$ cat src/rtl/clk_div_ctrl.sv
// -----------------------------------------------------------------------------
// clk_div_ctrl
//
// Generates a divided clock (oDIV_CLK) and a period-start pulse (oTICK) from
// CLK, with a start/stop FSM and a shadowed divisor register that is only
// applied on a period boundary, so a running clock never sees a partial period.
//
// Handshake: a divisor transfer happens on a rising edge of CLK where
// iDIV_VALID and oDIV_READY are both 1. oDIV_READY is the inverse of the
// shadow "pending" flag and does not depend on iDIV_VALID. A transferred value
// below 2 completes the handshake, is dropped, and sets the sticky oERR.
//
// Ports:
//   CLK         in   single clock, rising edge
//   RST_N       in   synchronous active-low reset
//   iSTART      in   request to start the divided clock
//   iSTOP       in   request to stop at the end of the current period
//   iDIV        in   [WIDTH] new divisor value
//   iDIV_VALID  in   iDIV is valid
//   oDIV_READY  out  shadow register empty, can accept a divisor
//   oDIV_CLK    out  divided clock (registered)
//   oTICK       out  one-cycle pulse at each divided period start (registered)
//   oBUSY       out  FSM not IDLE
//   oDIV_CUR    out  [WIDTH] divisor currently in effect
//   oERR        out  sticky illegal-divisor flag
//   oSTATE      out  [2] FSM state for debug/observation (0 IDLE, 1 RUN,
//                    2 STOPPING)
// -----------------------------------------------------------------------------
module clk_div_ctrl #(
    parameter int WIDTH       = 8,
    parameter int DEFAULT_DIV = 8
) (
    input  logic             CLK,
    input  logic             RST_N,
    input  logic             iSTART,
    input  logic             iSTOP,
    input  logic [WIDTH-1:0] iDIV,
    input  logic             iDIV_VALID,
    output logic             oDIV_READY,
    output logic             oDIV_CLK,
    output logic             oTICK,
    output logic             oBUSY,
    output logic [WIDTH-1:0] oDIV_CUR,
    output logic             oERR,
    output logic [1:0]       oSTATE
);

    typedef enum logic [1:0] {
        ST_IDLE     = 2'd0,
        ST_RUN      = 2'd1,
        ST_STOPPING = 2'd2
    } state_t;

    state_t           state_q,   state_d;
    logic [WIDTH-1:0] cnt_q,     cnt_d;
    logic [WIDTH-1:0] div_q,     div_d;
    logic [WIDTH-1:0] shadow_q,  shadow_d;
    logic             pending_q, pending_d;
    logic             err_q,     err_d;
    logic             div_clk_q, div_clk_d;
    logic             tick_q,    tick_d;

    logic             active;
    logic             at_last;
    logic             start_only;
    logic             load;
    logic             xfer;
    logic [WIDTH-1:0] high_len;

    always_comb begin
        state_d    = state_q;
        cnt_d      = cnt_q;
        div_d      = div_q;
        shadow_d   = shadow_q;
        pending_d  = pending_q;
        err_d      = err_q;
        div_clk_d  = 1'b0;
        tick_d     = 1'b0;
        high_len   = '0;

        active     = (state_q != ST_IDLE);
        // Last cycle of the current period; the next edge is a boundary.
        at_last    = active && (cnt_q == (div_q - WIDTH'(1)));
        // Stop always wins over a simultaneous start.
        start_only = iSTART && !iSTOP;
        xfer       = iDIV_VALID && !pending_q;
        // Shadow applies immediately when idle, otherwise only on a boundary.
        load       = pending_q && (!active || at_last);

        case (state_q)
            ST_IDLE: begin
                cnt_d = '0;
                if (start_only) begin
                    state_d = ST_RUN;
                end
            end
            ST_RUN: begin
                cnt_d = at_last ? '0 : cnt_q + WIDTH'(1);
                if (iSTOP) begin
                    state_d = ST_STOPPING;
                end
            end
            ST_STOPPING: begin
                cnt_d = at_last ? '0 : cnt_q + WIDTH'(1);
                // A restart takes priority over finishing the stop, even on
                // the boundary cycle.
                if (start_only) begin
                    state_d = ST_RUN;
                end else if (at_last) begin
                    state_d = ST_IDLE;
                end
            end
            default: begin
                state_d = ST_IDLE;
                cnt_d   = '0;
            end
        endcase

        if (load) begin
            div_d     = shadow_q;
            pending_d = 1'b0;
        end

        // xfer requires pending_q == 0, so it never overlaps a load.
        if (xfer) begin
            if (iDIV >= WIDTH'(2)) begin
                shadow_d  = iDIV;
                pending_d = 1'b1;
            end else begin
                err_d = 1'b1;
            end
        end

        // Outputs are registered, so they are computed from the next state,
        // the next count and the divisor that will be in effect.
        high_len = div_d - (div_d >> 1);
        if (state_d != ST_IDLE) begin
            div_clk_d = (cnt_d < high_len);
            tick_d    = (cnt_d == '0);
        end
    end

    always_ff @(posedge CLK) begin
        if (!RST_N) begin
            state_q   <= ST_IDLE;
            cnt_q     <= '0;
            div_q     <= WIDTH'(DEFAULT_DIV);
            shadow_q  <= WIDTH'(DEFAULT_DIV);
            pending_q <= 1'b0;
            err_q     <= 1'b0;
            div_clk_q <= 1'b0;
            tick_q    <= 1'b0;
        end else begin
            state_q   <= state_d;
            cnt_q     <= cnt_d;
            div_q     <= div_d;
            shadow_q  <= shadow_d;
            pending_q <= pending_d;
            err_q     <= err_d;
            div_clk_q <= div_clk_d;
            tick_q    <= tick_d;
        end
    end

    assign oDIV_READY = !pending_q;
    assign oDIV_CLK   = div_clk_q;
    assign oTICK      = tick_q;
    assign oBUSY      = (state_q != ST_IDLE);
    assign oDIV_CUR   = div_q;
    assign oERR       = err_q;
    assign oSTATE     = state_q;

endmodule

$ cat config.mk
export PLATFORM = sky130hd
export DESIGN_NAME = clk_div_ctrl
export DESIGN_NICKNAME = d
export VERILOG_FILES = /design/src/rtl/clk_div_ctrl.sv
export SDC_FILE = /design/constraint.sdc
export NUM_CORES = 1
export LEC_CHECK = 0
export BUFFER_PORTS_ARGS = -buffer_cell sky130_fd_sc_hd__buf_2
export CAP_MARGIN = 20
export CORE_MARGIN = 5
export CORE_UTILIZATION = 45
export DETAILED_ROUTE_END_ITERATION = 7
export HOLD_SLACK_MARGIN = 0.12
export PLACE_DENSITY = 0.69
export SLEW_MARGIN = 20
export SYNTH_ARGS = -nofsm -noshare
export SYNTH_HDL_FRONTEND = slang
export SYNTH_SLANG_ARGS = --single-unit
$ cat constraint.sdc
create_clock -name CLK -period 11.2 [get_ports CLK]
set_input_delay 2.24 -clock CLK [delete_from_list [all_inputs] [get_ports CLK]]
set_output_delay 2.24 -clock CLK [all_outputs]
set_load 0.02 [all_outputs]
Yosys cells after proc, flatten, opt, wreduce, memory -nomap -nowiden:

Index checks and enable logic that the tools add are counted.

* flip-flop bits (word level): 30
* input bits: 13
* output and inout port bits: 15
* logic and storage cells: 44

* add/subtract/negate cells: 3
* $lt $le $gt $ge: 2
* equal/unequal tests: 3
* mux-type cells: 11
* bitwise gates (word level): 1
* reduce and logical (&&, ||, !) cells: 16

Operators with widths (number)
* $mux W8: 3
* $add A8 B1 Y8 const B: 1
* $eq A8 B8 Y1: 1
* $ge A8 B2 Y1 const B: 1
* $logic_not A8 Y1: 1
* $lt A8 B8 Y1: 1
* $mux W2: 4
* $sub A8 B1 Y8 const B: 1
* $sub A8 B7 Y8: 1
* $pmux W2 S3: 1
* $reduce_and A2 Y1: 3
* $logic_and A1 B1 Y1: 4
* $reduce_bool A2 Y1: 2
* $logic_not A1 Y1: 3
* $mux W1: 3
* $eq A2 B1 Y1 const B: 1
* $eq A2 B2 Y1 const B: 1
* $logic_not A2 Y1: 1
* $reduce_or A2 Y1: 1
* $logic_or A1 B1 Y1: 1
* $not A1 Y1: 1

Longest topological paths before layout:

* depth in word-level cells: 8
* depth in mapped cells: 22
* gate-level depth less buffers: 21

Least setup slack after synthesis:

Ideal clock, no wire load.

* path type: reg2reg
* start: register div_q[0], in the netlist oDIV_CUR[0]
* end: register div_clk_q, in the netlist oDIV_CLK
* library setup time: 0.116 ns
* data arrival time: 3.926 ns
* required time: 11.084 ns
* path slack: 7.158 ns
* cell stages (with the launch flop): 22
* buffers on the path: 1
* period minus slack after synthesis: 4.042 ns
* cells stage by stage: dfxtp_1 -> inv_1 -> ha_1 -> maj3_1 -> o2bb2ai_1 -> a41o_1 -> buf_6 -> mux2i_1 -> inv_1 -> ha_1 -> fa_1 -> nor2b_1 -> o21ai_0 -> nand2b_1 -> a21o_1 -> a21oi_1 -> xor2_1 -> ha_1 -> nand4_1 -> a21oi_1 -> o21ai_0 -> o211a_1

* word-level cells in the longest chain between the ends: 8
* elaborated cells on any way between the ends: 15
* classes of those cells: add/sub: 2; order compare: 1; eq/ne: 1; mux: 6; reduce/logical: 5

Ends and longest elaborated chain
* from (decl): RTL line 56 `logic [WIDTH-1:0] div_q, div_d;`
* from (signal assigned): RTL line 147 `div_q <= WIDTH'(DEFAULT_DIV);`
* from (signal assigned): RTL line 156 `div_q <= div_d;`
* $sub A8 B1 Y8: RTL line 83 `at_last = active && (cnt_q == (div_q - WIDTH'(1)));`
* $eq A8 B8 Y1: RTL line 83
* $logic_and A1 B1 Y1: RTL line 83
* $logic_or A1 B1 Y1: RTL line 88 `load = pending_q && (!active || at_last);`
* $logic_and A1 B1 Y1: RTL line 88
* $mux W8: RTL line 119 `if (load) begin`
* via div_d[1]: RTL line 56
* $sub A8 B7 Y8: RTL line 136 `high_len = div_d - (div_d >> 1);`
* $lt A8 B8 Y1: RTL line 138 `div_clk_d = (cnt_d < high_len);`
* to (signal assigned): RTL line 160 `div_clk_q <= div_clk_d;`
* to (decl): RTL line 60 `logic div_clk_q, div_clk_d;`

The timed path passes the listed nets, and every way through them passes these cells.
A chain may end at the register's enable or synchronous reset.

Worst setup path after layout:

Ends and elaborated chain as after synthesis.

==> out/summary.txt <==
outcome: complete, no violations
I/O Buffers: 27
Synth top area share: 28.57%
cts bufs inserted: 5
CP Class: reg -> reg
number of global-route vias before repair: 1663
initial DRC count: 79
Final Skew: 0.008507 ns
setup bufs post-CTS: 0
Area growth syn-to-layout: 12.80%
overall power: 282.2 uW
Nets: 299
Reg2Reg Depth: 21
clock transition at the registers of the reported paths: 0.07 ns
f_max: 223.0 MHz
final hold vios: 0
post_cts resized: 0
Filler Cell Count: 435
Multi-input gate area: 1405 um^2
most numerous cell in the Yosys netlist: dfxtp_1
Post-synth top cells: 30 x dfxtp_1, 23 x nor2_1, 21 x nor2b_1
kind of end point of the critical path: register
DP Area: 2262 um^2
Rows: 24
worst r2r dst: oDIV_CLK
CTS sink cnt: 30
static leakage: 0.001093 uW
core footprint: 4444 um^2
Mapped Area: 2102 um^2
worst setup path startpoint: oDIV_CUR[0]
Congestion Overflow GR: 0
TritonCTS clock tree: built
initial antenna violation count: 0
Die Wd: 78.35 um
fin area: 2371 um^2
RSZ-0062 raised after global routing: false
first-pass GRT wire length: 7741 um
EDFF count, synth: 0
vias post-DR: 1742
Yosys reg bits: 30
largest net degree at the start of global routing: 21
Overall Global Routing Usage: 15.79%
n_diodes: 0
share of cells above drive strength 1: 17.67%
worst skew pair latency: 0.28 ns
drt wl/cell: 14.42 um
synth warn: 0
first drt pass iteration count: 4
FF-to-FF setup slack: 6.72 ns
sequential-to-total area share from yosys stat: 28.57%
fin. max-slew vios: 0
Max Cap Violations: 0
Hold Path Class: reg -> reg
largest cells by area after synthesis: dfxtp_1 29%, ha_1 12%, nor2b_1 6.3%
critical hold path startpoint: shadow_q[3]
Worst Path Arrival: 4.66 ns
TNS Setup: 0 ns
Final period util: 40.04%
CP Launch Type: register
worst reg2reg startpoint: oDIV_CUR[0]
fin crit period: 4.484 ns
biggest area consumer among synthesized cells: dfxtp_1
Root Driver: clkbuf_8
clock buffer depth: 2
data required time at the worst endpoint: 11.38 ns
Worst Path Max Fanout: 8
WHS Path Cells: 2
P per Cell Area: 119.0 nW/um^2
Post-route DRC: 0
Vias/cell: 5.478
Die ar.: 6138 um^2
drt total wl: 4586 um
Syn Nets: 273
htree depth: 2
Sequential cell area: 600.6 um^2
measured slew at the worst slew-check pin: 0.9218 ns
GP Congestion: 0.8827
Yosys cell types: 52
average cell area after synthesis: 8.795 um^2
Final ANT Viol Nets: 0
Post-DP HPWL: 3584 um
Worst VDD drop: 97.82 uV
Starting Density: 47.30%
Die Span Y: 78.35 um
prevailing post-synth register cell: dfxtp_1
final setup violation count: 0
Top Ports: 28
Max-slew headroom: 38.42%
# hold bufs at CTS: 0
Endpoint, Worst Hold: shadow_q[3]
Mapped Cells: 239
asr flop ratio synth: 0%
## cells in the final DEF (no fill, tap or decap), drive strengths merged, types with 2 or more instances in the layout
cell type	netlist	routed
dfxtp	30	30
buf	3	27
nor2	23	23
nor2b	21	21
ha	20	20
inv	15	15
xor2	14	14
mux2i	12	12
a21oi	10	10
xnor2	8	8
nand2	7	7
nand2b	5	5
nand3	5	5
clkbuf	5	5
nor3b	4	4
o211ai	4	4
and3	4	4
a21o	4	4
o21ai	4	4
or2	3	3
nor4	3	3
nand4	3	3
mux2	3	3
a31oi	3	3
and2	3	3
nor3	3	3
o211a	2	2
clkinv	0	2
## cell type report
class,instances,share of cell area [%]
repair buffers,27,5.699
clock inverters,3,1.689
multi-input cells,186,59.26
inverters,15,2.375
clock buffers,5,2.902
well taps,52,2.744
flip-flops and latches,30,25.33
## flip-flops by register name, summed over array words and instances, names as in the netlist
name / cells
cnt_q: 8
oDIV_CLK: 1
oDIV_CUR: 8
oERR: 1
oSTATE: 2
oTICK: 1
pending_q: 1
shadow_q: 8
## logic make-up after synthesis
family	Yosys count	share of synthesized area [%]
fa+ha+maj	22	13.33
compound gates	37	12.38
flops	30	28.57
mux	15	8.214
simple gates	90	23.75
buf+inv	23	4.582
xor+xnor	22	9.167
## worst max-delay path by stage
| stage | to | slack [ns] |
|---|---|---|
| 4_1_cts | oDIV_CLK | 6.69 |
| 6_report | oDIV_CLK | 6.72 |
| 3_3_place_gp | oDIV_CLK | 6.88 |
| 5_1_grt | oDIV_CLK | 6.33 |
| 2_1_floorplan | oDIV_CLK | 7.16 |
| 3_5_place_dp | oDIV_CLK | 6.74 |
## report_power, final
group,switching (uW),internal (uW),total [uW]
sequential,4.39,111,116
combinational,32.5,27.0,59.6
clock,41.5,65.4,107
## routing by layer
metal	vias to the layer above	part of all wire (%)	GRT usage (%)
li1	886	-	-
met3	8	4.8	4.805
met5	-	0	0
met2	34	46	25.43
met4	0	1.1	4.371
met1	814	48	20.52
## critical path, stage by stage, from the launching register on
cell and delay, ns:
dfxtp_1 0.42, inv_1 0.07, ha_1 0.30, xor2_1 0.16, o211ai_1 0.13, nor3b_1 0.19
a41o_1 0.52, mux2i_1 0.45, inv_1 0.12, ha_1 0.23, fa_1 0.41, nor2b_1 0.11
o21ai_0 0.07, nand2b_1 0.11, a21o_1 0.12, a21oi_1 0.07, xor2_1 0.14, ha_1 0.30
nand4_1 0.10, a21oi_1 0.13, o21ai_0 0.10, o211a_1 0.14
## stage by stage
stage	hold slack [ns]	instances	setup slack (ns)	utilization (%)
final	0.5040	318	6.716	53.35
after CTS	0.5078	318	6.686	53.35
after detailed placement	0.4922	310	6.741	50.90
after global routing	0.5401	318	6.326	53.35
after global placement	0.4857	310	6.877	50.90
after floorplan	0.4588	239	7.158	-
Power figures use the tool's default switching activity.
